File: src/rtl/bist_pkg.sv
// Shared constants, controller state codes and compare-entry layout
// for the memory BIST datapath.
package bist_pkg;

  localparam int AW_DEF = 4;
  localparam int DW_DEF = 8;

  // Controller state encodings, used by bench monitors.
  typedef enum logic [2:0] {
    ST_STANDBY   = 3'b001,
    ST_WR_UP     = 3'b010,
    ST_READ_DOWN = 3'b011,
    ST_WR_DOWN   = 3'b100,
    ST_READ_UP   = 3'b101
  } bist_state_e;

  // Compare-entry layout at default widths; bist_cmp_pipe
  // declares the same layout at its own AW/DW.
  typedef struct packed {
    logic              valid;
    logic [DW_DEF-1:0] expected;
    logic [AW_DEF-1:0] addr;
  } cmp_entry_t;

endpackage

File: src/rtl/bist_mem_datapath_if.sv
// Command/status and SRAM bus bundle of the BIST datapath.
// master: controller+memory side; slave: bist_mem_datapath.
interface bist_mem_datapath_if #(
  parameter int AW = 4,
  parameter int DW = 8
);
  logic          enable;
  logic          rst_adr;
  logic          pr_res_adr;
  logic          up_down;
  logic          wr_en;
  logic          read_en;
  logic          data_bit;
  logic          c_out;
  logic          error;
  logic [AW-1:0] mem_addr;
  logic [DW-1:0] mem_wdata;
  logic          mem_we;
  logic          mem_re;
  logic [DW-1:0] mem_rdata;
  logic [AW-1:0] fail_addr;
  logic [DW-1:0] fail_syndrome;

  modport master (
    output enable, rst_adr, pr_res_adr, up_down,
    output wr_en, read_en, data_bit, mem_rdata,
    input  c_out, error, mem_addr, mem_wdata,
    input  mem_we, mem_re, fail_addr, fail_syndrome
  );

  modport slave (
    input  enable, rst_adr, pr_res_adr, up_down,
    input  wr_en, read_en, data_bit, mem_rdata,
    output c_out, error, mem_addr, mem_wdata,
    output mem_we, mem_re, fail_addr, fail_syndrome
  );
endinterface

File: src/rtl/bist_cmp_pipe.sv
// Read-latency delay line, comparator, sticky error and fail log.
// Ports: clk, rst, re/exp_data/addr in, rdata in, error/fail_* out.
// Fail log is built only with BIST_FAIL_LOG_EN defined.
module bist_cmp_pipe
  import bist_pkg::*;
#(
  parameter int AW       = AW_DEF,
  parameter int DW       = DW_DEF,
  parameter int READ_LAT = 1
) (
  input  logic          clk,
  input  logic          rst,
  input  logic          re,
  input  logic [DW-1:0] exp_data,
  input  logic [AW-1:0] addr,
  input  logic [DW-1:0] rdata,
  output logic          error,
  output logic [AW-1:0] fail_addr,
  output logic [DW-1:0] fail_syndrome
);

  typedef struct packed {
    logic          valid;
    logic [DW-1:0] expected;
    logic [AW-1:0] addr;
  } entry_t;

  entry_t pipe [READ_LAT];
  entry_t tail;
  logic   mismatch;

  // Tail entry lines up with rdata returned for its read.
  assign tail     = pipe[READ_LAT-1];
  assign mismatch = tail.valid && (rdata != tail.expected);

  always_ff @(posedge clk or posedge rst) begin
    if (rst) begin
      for (int i = 0; i < READ_LAT; i++) pipe[i] <= '0;
    end else begin
      pipe[0].valid    <= re;
      pipe[0].expected <= exp_data;
      pipe[0].addr     <= addr;
      for (int i = 1; i < READ_LAT; i++) pipe[i] <= pipe[i-1];
    end
  end

  // Sticky until rst; march address reloads do not touch it.
  always_ff @(posedge clk or posedge rst) begin
    if (rst) error <= 1'b0;
    else if (mismatch) error <= 1'b1;
  end

`ifdef BIST_FAIL_LOG_EN
  logic [AW-1:0] log_addr;
  logic [DW-1:0] log_syn;

  // Capture only the first mismatch (error still low).
  always_ff @(posedge clk or posedge rst) begin
    if (rst) begin
      log_addr <= '0;
      log_syn  <= '0;
    end else if (mismatch && !error) begin
      log_addr <= tail.addr;
      log_syn  <= tail.expected ^ rdata;
    end
  end

  assign fail_addr     = log_addr;
  assign fail_syndrome = log_syn;
`else
  logic unused_tail_addr;
  assign unused_tail_addr = ^tail.addr;
  assign fail_addr        = '0;
  assign fail_syndrome    = '0;
`endif

endmodule

File: src/rtl/bist_mem_datapath.sv
// BIST responder: address counter, SRAM strobes, pattern, compare.
// Ports: clk, rst (async high), bus (slave: commands, status, SRAM).
// Optional fail log via macro BIST_FAIL_LOG_EN.
module bist_mem_datapath
  import bist_pkg::*;
#(
  parameter int AW       = AW_DEF,
  parameter int DW       = DW_DEF,
  parameter int READ_LAT = 1
) (
  input logic                clk,
  input logic                rst,
  bist_mem_datapath_if.slave bus
);

  localparam logic [AW-1:0] ADDR_MAX = '1;

  logic [AW-1:0] addr;
  logic          we;
  logic          re;
  logic [DW-1:0] pattern;
  logic          at_end;

  always_ff @(posedge clk or posedge rst) begin
    if (rst) begin
      addr <= '0;
    end else if (bus.rst_adr) begin
      addr <= '0;
    end else if (bus.pr_res_adr) begin
      addr <= ADDR_MAX;
    end else if (bus.enable) begin
      addr <= bus.up_down ? addr + 1'b1
                          : addr - 1'b1;
    end
  end

  // Last address of the current direction; combinational so the
  // controller leaves the element on its final access cycle.
  assign at_end = bus.up_down ? (addr == ADDR_MAX)
                              : (addr == '0);

  assign bus.c_out = bus.enable & ~bus.rst_adr
                   & ~bus.pr_res_adr & at_end;

  // Conflicting wr_en/read_en issues neither strobe.
  assign we      = bus.enable & bus.wr_en & ~bus.read_en;
  assign re      = bus.enable & bus.read_en & ~bus.wr_en;
  assign pattern = {DW{bus.data_bit}};

  assign bus.mem_addr  = addr;
  assign bus.mem_we    = we;
  assign bus.mem_re    = re;
  assign bus.mem_wdata = pattern;

  bist_cmp_pipe #(
    .AW       (AW),
    .DW       (DW),
    .READ_LAT (READ_LAT)
  ) u_cmp (
    .clk           (clk),
    .rst           (rst),
    .re            (re),
    .exp_data      (pattern),
    .addr          (addr),
    .rdata         (bus.mem_rdata),
    .error         (bus.error),
    .fail_addr     (bus.fail_addr),
    .fail_syndrome (bus.fail_syndrome)
  );

endmodule

File: src/flat_wrapper.sv
// flat-port wrapper written by rule: the top's interface ports become plain ports
module bist_mem_datapath_flat import bist_pkg::*;
#(
  parameter int AW       = AW_DEF,
  parameter int DW       = DW_DEF,
  parameter int READ_LAT = 1
)
  (clk, rst, bus_enable, bus_rst_adr, bus_pr_res_adr, bus_up_down, bus_wr_en, bus_read_en, bus_data_bit, bus_mem_rdata, bus_c_out, bus_error, bus_mem_addr, bus_mem_wdata, bus_mem_we, bus_mem_re, bus_fail_addr, bus_fail_syndrome);
  bist_mem_datapath_if #(.AW(AW), .DW(DW)) bus_i ();
  input logic clk;
  input logic rst;
  input wire logic [$bits(bus_i.enable)-1:0] bus_enable;
  input wire logic [$bits(bus_i.rst_adr)-1:0] bus_rst_adr;
  input wire logic [$bits(bus_i.pr_res_adr)-1:0] bus_pr_res_adr;
  input wire logic [$bits(bus_i.up_down)-1:0] bus_up_down;
  input wire logic [$bits(bus_i.wr_en)-1:0] bus_wr_en;
  input wire logic [$bits(bus_i.read_en)-1:0] bus_read_en;
  input wire logic [$bits(bus_i.data_bit)-1:0] bus_data_bit;
  input wire logic [$bits(bus_i.mem_rdata)-1:0] bus_mem_rdata;
  output wire logic [$bits(bus_i.c_out)-1:0] bus_c_out;
  output wire logic [$bits(bus_i.error)-1:0] bus_error;
  output wire logic [$bits(bus_i.mem_addr)-1:0] bus_mem_addr;
  output wire logic [$bits(bus_i.mem_wdata)-1:0] bus_mem_wdata;
  output wire logic [$bits(bus_i.mem_we)-1:0] bus_mem_we;
  output wire logic [$bits(bus_i.mem_re)-1:0] bus_mem_re;
  output wire logic [$bits(bus_i.fail_addr)-1:0] bus_fail_addr;
  output wire logic [$bits(bus_i.fail_syndrome)-1:0] bus_fail_syndrome;
  assign bus_i.enable = bus_enable;
  assign bus_i.rst_adr = bus_rst_adr;
  assign bus_i.pr_res_adr = bus_pr_res_adr;
  assign bus_i.up_down = bus_up_down;
  assign bus_i.wr_en = bus_wr_en;
  assign bus_i.read_en = bus_read_en;
  assign bus_i.data_bit = bus_data_bit;
  assign bus_i.mem_rdata = bus_mem_rdata;
  assign bus_c_out = bus_i.c_out;
  assign bus_error = bus_i.error;
  assign bus_mem_addr = bus_i.mem_addr;
  assign bus_mem_wdata = bus_i.mem_wdata;
  assign bus_mem_we = bus_i.mem_we;
  assign bus_mem_re = bus_i.mem_re;
  assign bus_fail_addr = bus_i.fail_addr;
  assign bus_fail_syndrome = bus_i.fail_syndrome;
  bist_mem_datapath #(.AW(AW), .DW(DW), .READ_LAT(READ_LAT)) u_core (.clk(clk), .rst(rst), .bus(bus_i));
endmodule
File: config.mk
export PLATFORM = sky130hd
export DESIGN_NAME = bist_mem_datapath_flat
export DESIGN_NICKNAME = d
export VERILOG_FILES = /design/src/rtl/bist_pkg.sv /design/src/rtl/bist_mem_datapath_if.sv /design/src/rtl/bist_cmp_pipe.sv /design/src/rtl/bist_mem_datapath.sv /design/src/flat_wrapper.sv
export SDC_FILE = /design/constraint.sdc
export NUM_CORES = 1
export LEC_CHECK = 0
export ABC_AREA = 1
export ABC_CLOCK_PERIOD_IN_PS = 1410
export CAP_MARGIN = 20
export CORE_ASPECT_RATIO = 1.4
export CORE_UTILIZATION = 30
export CTS_CLUSTER_SIZE = 28
export DETAILED_ROUTE_END_ITERATION = 10
export HOLD_SLACK_MARGIN = 0.1
export PLACE_DENSITY_LB_ADDON = 0.25
export SLEW_MARGIN = 20
export SYNTH_ARGS = -nofsm -noshare
export SYNTH_HDL_FRONTEND = slang
export SYNTH_SLANG_ARGS = --single-unit
File: constraint.sdc
create_clock -name clk -period 1.41 [get_ports clk]
set_input_delay 0.2115 -clock clk [delete_from_list [all_inputs] [get_ports clk]]
set_output_delay 0.2115 -clock clk [all_outputs]
set_load 0.005 [all_outputs]
### Yosys cells after proc, flatten, opt, wreduce, memory -nomap -nowiden

Index checks and enable logic that the tools add are counted.
W data, S select, Z words.

| storage, ports and cells | value |
|---|---|
| word-level logic and storage cells | 27 |
| input port bits | 17 |
| bits in registers | 7 |
| output and inout bits | 28 |

| cells by class | value |
|---|---|
| equality and inequality tests | 2 |
| $add $sub $neg | 2 |
| bitwise logic cells | 11 |
| mux-type cells | 5 |
| reductions and logical operators | 3 |

Operators with widths:

| kind | count |
|---|---|
| $mux W4 | 4 |
| $ne A8 B8 Y1 | 1 |
| $and A1 B1 Y1 | 7 |
| $add A4 B1 Y4 const B | 1 |
| $eq A4 B4 Y1 const B | 1 |
| $logic_not A4 Y1 | 1 |
| $not A1 Y1 | 4 |
| $sub A4 B1 Y4 const B | 1 |
| $reduce_bool A3 Y1 | 1 |
| $logic_and A1 B1 Y1 | 1 |
| $mux W1 | 1 |

### Longest topological paths before layout

| depth | value |
|---|---|
| depth in word-level cells | 5 |
| mapped depth | 9 |
| depth with buffers taken out | 9 |

### Hierarchy

A second synthesis with hierarchy kept.

| unflattened totals | value |
|---|---|
| cell total of the unflattened synthesis | 116 |
| area total of the unflattened synthesis | 895.9 um^2 |

Modules (own cells, without submodules):

| module | times used | cells each | area an instance (um^2) | seq. area each (um^2) |
|---|---|---|---|---|
| bist_cmp_pipe | 1 | 54 | 485.5 | 250.2 |
| bist_mem_datapath | 1 | 62 | 410.4 | 100.1 |

### Least setup slack after synthesis

Ideal clock, no wire load.

| path | value |
|---|---|
| path type | reg-to-reg |
| start point | register u_core.addr[2] (netlist: u_core.bus.mem_addr[2]) |
| end point | register u_core.addr[3] (netlist: u_core.bus.mem_addr[3]) |
| required time | 1.294 ns |
| arrival | 1.177 ns |
| clock period less this slack | 1.293 ns |
| path buffers | 0 |
| library setup time | 0.116 ns |
| path slack | 0.117 ns |
| stages on the path, launching flop included | 7 |
| cell sequence | dfrtp_1 -> ha_1 -> or2_1 -> nand3_1 -> nand3_1 -> nand2_1 -> nand2_1 |

| on the way | value |
|---|---|
| longest elaborated chain between the ends | 5 |
| elaborated cells between the ends (all ways) | 6 |
| classes of those cells | add/sub (2); mux (4) |

Ends and longest elaborated chain:

| what | line | RTL |
|---|---|---|
| from (decl) | bist_mem_datapath.sv:18 | `logic [AW-1:0] addr;` |
| from (signal assigned) | bist_mem_datapath.sv:32 | `addr <= bus.up_down ? addr + 1'b1` |
| $sub A4 B1 Y4 or $add A4 B1 Y4 (tied branches) | bist_mem_datapath.sv:33, bist_mem_datapath.sv:32 |  |
| $mux W4 * | bist_mem_datapath.sv:32 |  |
| $mux W4 * | bist_mem_datapath.sv:31 | `end else if (bus.enable) begin` |
| $mux W4 * | bist_mem_datapath.sv:29 | `end else if (bus.pr_res_adr) begin` |
| $mux W4 * | bist_mem_datapath.sv:27 | `end else if (bus.rst_adr) begin` |

Every way passes the cells marked *; elsewhere a longest branch is shown, timed or not. The select of a mux whose other input is x is not followed.
A chain may end at the register's enable or synchronous reset.

### Worst setup path in the final report

| path | value |
|---|---|
| start point | register u_core.addr[0] (netlist: u_core.bus.mem_addr[0]) |
| end point | output port bus_c_out |

| on the way | value |
|---|---|
| longest elaborated chain between the ends | 3 |
| elaborated cells between the ends (all ways) | 4 |
| classes of those cells | eq/ne (1); mux (1); bitwise (1); reduce/logical (1) |

Ends and longest elaborated chain:

| what | line | RTL |
|---|---|---|
| $eq A4 B4 Y1 or $logic_not A4 Y1 (tied branches) | bist_mem_datapath.sv:39, bist_mem_datapath.sv:40 |  |
| $mux W1 * | bist_mem_datapath.sv:39 | `assign at_end = bus.up_down ? (addr == ADDR_MAX)` |
| $and A1 B1 Y1 * | bist_mem_datapath.sv:43 | `& ~bus.pr_res_adr & at_end;` |
| to (decl) | flat_wrapper.sv:20 | `output wire logic [$bits(bus_i.c_out)-1:0] bus_c_out;` |

Every way passes the cells marked *; elsewhere a longest branch is shown, timed or not.

==> Flow_metrics.wiki <==
{| class="wikitable"
! Metric !! Value
|-
| Overall global routing resource usage || between 10 and 15%
|-
| Overall die area || 0.002335 mm2
|-
| Combined area of all synthesized cells || about 640 um2
|-
| Maximum fanout encountered on the critical timing path || 3
|-
| Via count of the first global-routing pass || 595
|-
| Share of synthesized area occupied by flip-flops and latches || around 27%
|-
| Unrepaired setup endpoints after global routing || true
|-
| Class of the worst hold path || input pin to async pin
|-
| Post-layout total power || 0.0007133 W
|-
| Total DRC errors in the routed layout || 0
|-
| Upper clock frequency limit || 710.4 MHz
|-
| Time the worst path needs with I/O delays and setup || between 1000 and 1500 ps
|-
| Post-synthesis average cell area || 6.915 um2
|-
| Number of filler cells placed in the layout || 213
|-
| Hold Vio Cnt, Final || 0
|-
| Diode count || 0
|-
| Starting Density || 32.21%
|-
| Post-Route Skew || 1.529 ps
|-
| Final-report max-slew violation count || 0
|-
| Largest net degree at the start of global routing || 10
|-
| Post-detailed-route wirelength per cell || between 9 and 10 um
|-
| Result of the run || complete, no violations
|-
| Critical path capture point type || output pin
|-
| HPWL after detailed placement || 1.163 mm
|-
| Crit path launch || u_core.bus.mem_addr[0]$_DFFE_PP0P_
|-
| Max-capacitance violation count || 0
|-
| Critical path cell sequence || nor3_1 > a21oi_1 > nor3_1 > buf_2
|-
| Category of cells accounting for the largest share of critical-path delay || flip-flops
|-
| Critical setup path kind || register to output pin
|-
| Worst ir drop on vdd || between 0.4 and 0.5 mV
|-
| CTS Hold Bufs || 0
|-
| Detailed Route WL || 1.411 mm
|-
| Die width || 41.13 um
|-
| Placeable core area || about 0.002 mm2
|-
| DRT Pass-1 Iters || 4
|-
| Netlist cell types || 18
|-
| Initial DRC count || 6
|-
| Syn Inst Count || 93
|-
| Final-report setup violation count || 0
|-
| Data required time at the worst endpoint || 1200 ps
|-
| Clock tree from TritonCTS || built
|-
| Ports || 45
|-
| Count of H-tree levels built during CTS || 1
|-
| Count of warnings emitted by yosys || 0
|-
| Die span in y || between 50 and 60 um
|-
| Slowest-stage cell, CP || sky130_fd_sc_hd__dfrtp_1
|-
| Share of the clock period used by the worst path after layout || 99.83%
|-
| Final weighted congestion in routability-driven placement || approximately 0.85
|-
| Cell repeated most along the worst path || sky130_fd_sc_hd__nor3_1
|-
| Worst EP arrival || 1200 ps
|-
| P&R area growth vs syn || 55.25%
|-
| Clock insertion delay at the later pin of the skew report || 250 ps
|-
| Combined area of the multi-input logic cells || 312.8 um2
|-
| Wire length of the first global-routing pass || 2.201 mm
|-
| Worst Path Buf+Inv || 1
|-
| Total power per unit cell area || 714.4 mW/mm2
|-
| Total gr overflow || 0
|-
| Worst-path clk slew || 50 ps
|-
| Reg2Reg Launch Point || u_core.bus.mem_addr[0]$_DFFE_PP0P_
|-
| Combined flip-flop and latch cell area || roughly 180 um2
|-
| Clock sink total || 7
|-
| Count of port buffers added during placement || 32
|-
| Total number of nets in the final design || 153
|-
| Number of buffers between clock root and the deepest sink || 2
|-
| Hold WS || about 180 ps
|-
| Synth Register Bits || 7
|-
| Category of the worst setup path launch point || register
|-
| Inserted Clock Buffers || 3
|-
| Average vias per placed instance || 4.255
|-
| Antenna Violating Nets Remaining || 0
|-
| Ratio of cells with drive above 1 in the final layout || 16.67%
|-
| Standard-cell rows || 19
|-
| Maximum single-stage delay on the critical path || 410 ps
|-
| Via Count || 651
|-
| Clock tree root driver cell || sky130_fd_sc_hd__clkbuf_4
|-
| Leakage power || roughly 0.54 nW
|-
| Initial antenna violation count || 0
|}
kinds of logic after synthesis:
| group | Yosys count | share of synthesized area [%] |
|---|---|---|
| compound gates | 7 | 5.447 |
| xor+xnor | 1 | 1.362 |
| fa+ha+maj | 3 | 7.003 |
| buf+inv | 33 | 30.93 |
| flops | 7 | 27.24 |
| other cells | 1 | 0.5831 |
| simple gates | 41 | 27.43 |
per-stage QoR:
step / setup WS, ps / utilization [%] / area (um2) / TNS [ps] / std cells
floorplan: 116.9 / - / 684.4 / 0 / 104
global placement: -347.8 / 48.25 / 963.4 / -2836 / 148
detailed placement: -367.9 / 48.25 / 963.4 / -3170 / 148
CTS: -95.89 / 49.56 / 989.7 / -189.6 / 152
global route: -76.40 / 50.00 / 998.5 / -129.0 / 153
finish: 2.392 / 50.00 / 998.5 / 0 / 153
cell usage after synthesis, drive strengths merged:
library cell | count | area, um2
a21oi | 2 | 10.01
buf | 20 | 150.1
conb | 1 | 3.750
dfrtp | 7 | 175.2
fa | 1 | 20.02
ha | 2 | 25.02
inv | 13 | 48.79
nand2 | 21 | 83.83
nand3 | 3 | 15.01
nand4 | 2 | 12.51
nor2 | 11 | 43.80
nor3 | 3 | 15.01
o21ai | 5 | 25.02
or2 | 1 | 6.260
xor2 | 1 | 8.760
power breakdown:
part / internal, W / total [W] / leakage (nW) / switching [W]
sequential: 0.000218 / 0.000235 / 0.0832 / 0.0000169
combinational: 0.000170 / 0.000294 / 0.445 / 0.000124
clock: 0.000108 / 0.000184 / 0.0150 / 0.0000756
cells in the final DEF, fill, tap and decap left out, types with 5 or more instances in the layout:
cell type / Yosys / final
sky130_fd_sc_hd__conb_1: 1 / 12
sky130_fd_sc_hd__inv_1: 12 / 11
sky130_fd_sc_hd__nor2_1: 10 / 10
sky130_fd_sc_hd__nand2_1: 19 / 19
sky130_fd_sc_hd__dfrtp_1: 7 / 7
sky130_fd_sc_hd__clkdlybuf4s50_1: 0 / 22
sky130_fd_sc_hd__dlygate4sd2_1: 0 / 8
sky130_fd_sc_hd__buf_4: 20 / 9
sky130_fd_sc_hd__o21ai_1: 5 / 5
timing repair:
item	in CTS	in global routing
pin swaps	0	5
setup buffers	0	1
gates resized for setup	14	4
setup endpoints to repair	17	5
sequential cells by signal, indices dropped and copies added, names as in the netlist:
signal               count
u_core.bus.mem_addr      4
u_core.u_cmp.pipe        2
u_core.u_cmp.error       1
worst register-to-register path, stage by stage (launching register included):
cell and delay (ps):
sky130_fd_sc_hd__dfrtp_1 410, sky130_fd_sc_hd__buf_6 140, sky130_fd_sc_hd__fa_2 370, sky130_fd_sc_hd__xor2_1 150
sky130_fd_sc_hd__o21ai_1 110, sky130_fd_sc_hd__o21ai_1 70
final cells by class:
type                    count  share of cell area [%]
repair buffers             44                   40.98
multi-input cells          64                   31.33
flip-flops and latches      7                   17.54
inverters                  13                   4.887
clock buffers               4                   2.632
well taps                  21                   2.632
worst paths after layout:
kind | end | slack [ps] | cells past startpoint
max in group asynchronous | u_core.u_cmp.pipe[4]$_DFF_PP0_ | 1030 | 2
min in group clk | u_core.u_cmp.pipe[4]$_DFF_PP0_ | 350 | 1
worst max register to register | u_core.bus.mem_addr[2]$_DFFE_PP0P_ | 40 | 5
worst min register to register | u_core.u_cmp.error$_DFFE_PP0P_ | 470 | 2
worst min-delay path | u_core.bus.mem_addr[1]$_DFFE_PP0P_ | 180 | 2
worst max-delay path | bus_c_out | 2 | 4
metal layers:
metal	share of wire (%)	track usage, %	vias up
met1	37	12.81	283
met4	1.1	4.147	0
met3	8.4	5.929	5
met5	0	0	-
met2	54	24.55	31
li1	-	-	332
No activity file was read; power rests on OpenSTA's default activity.
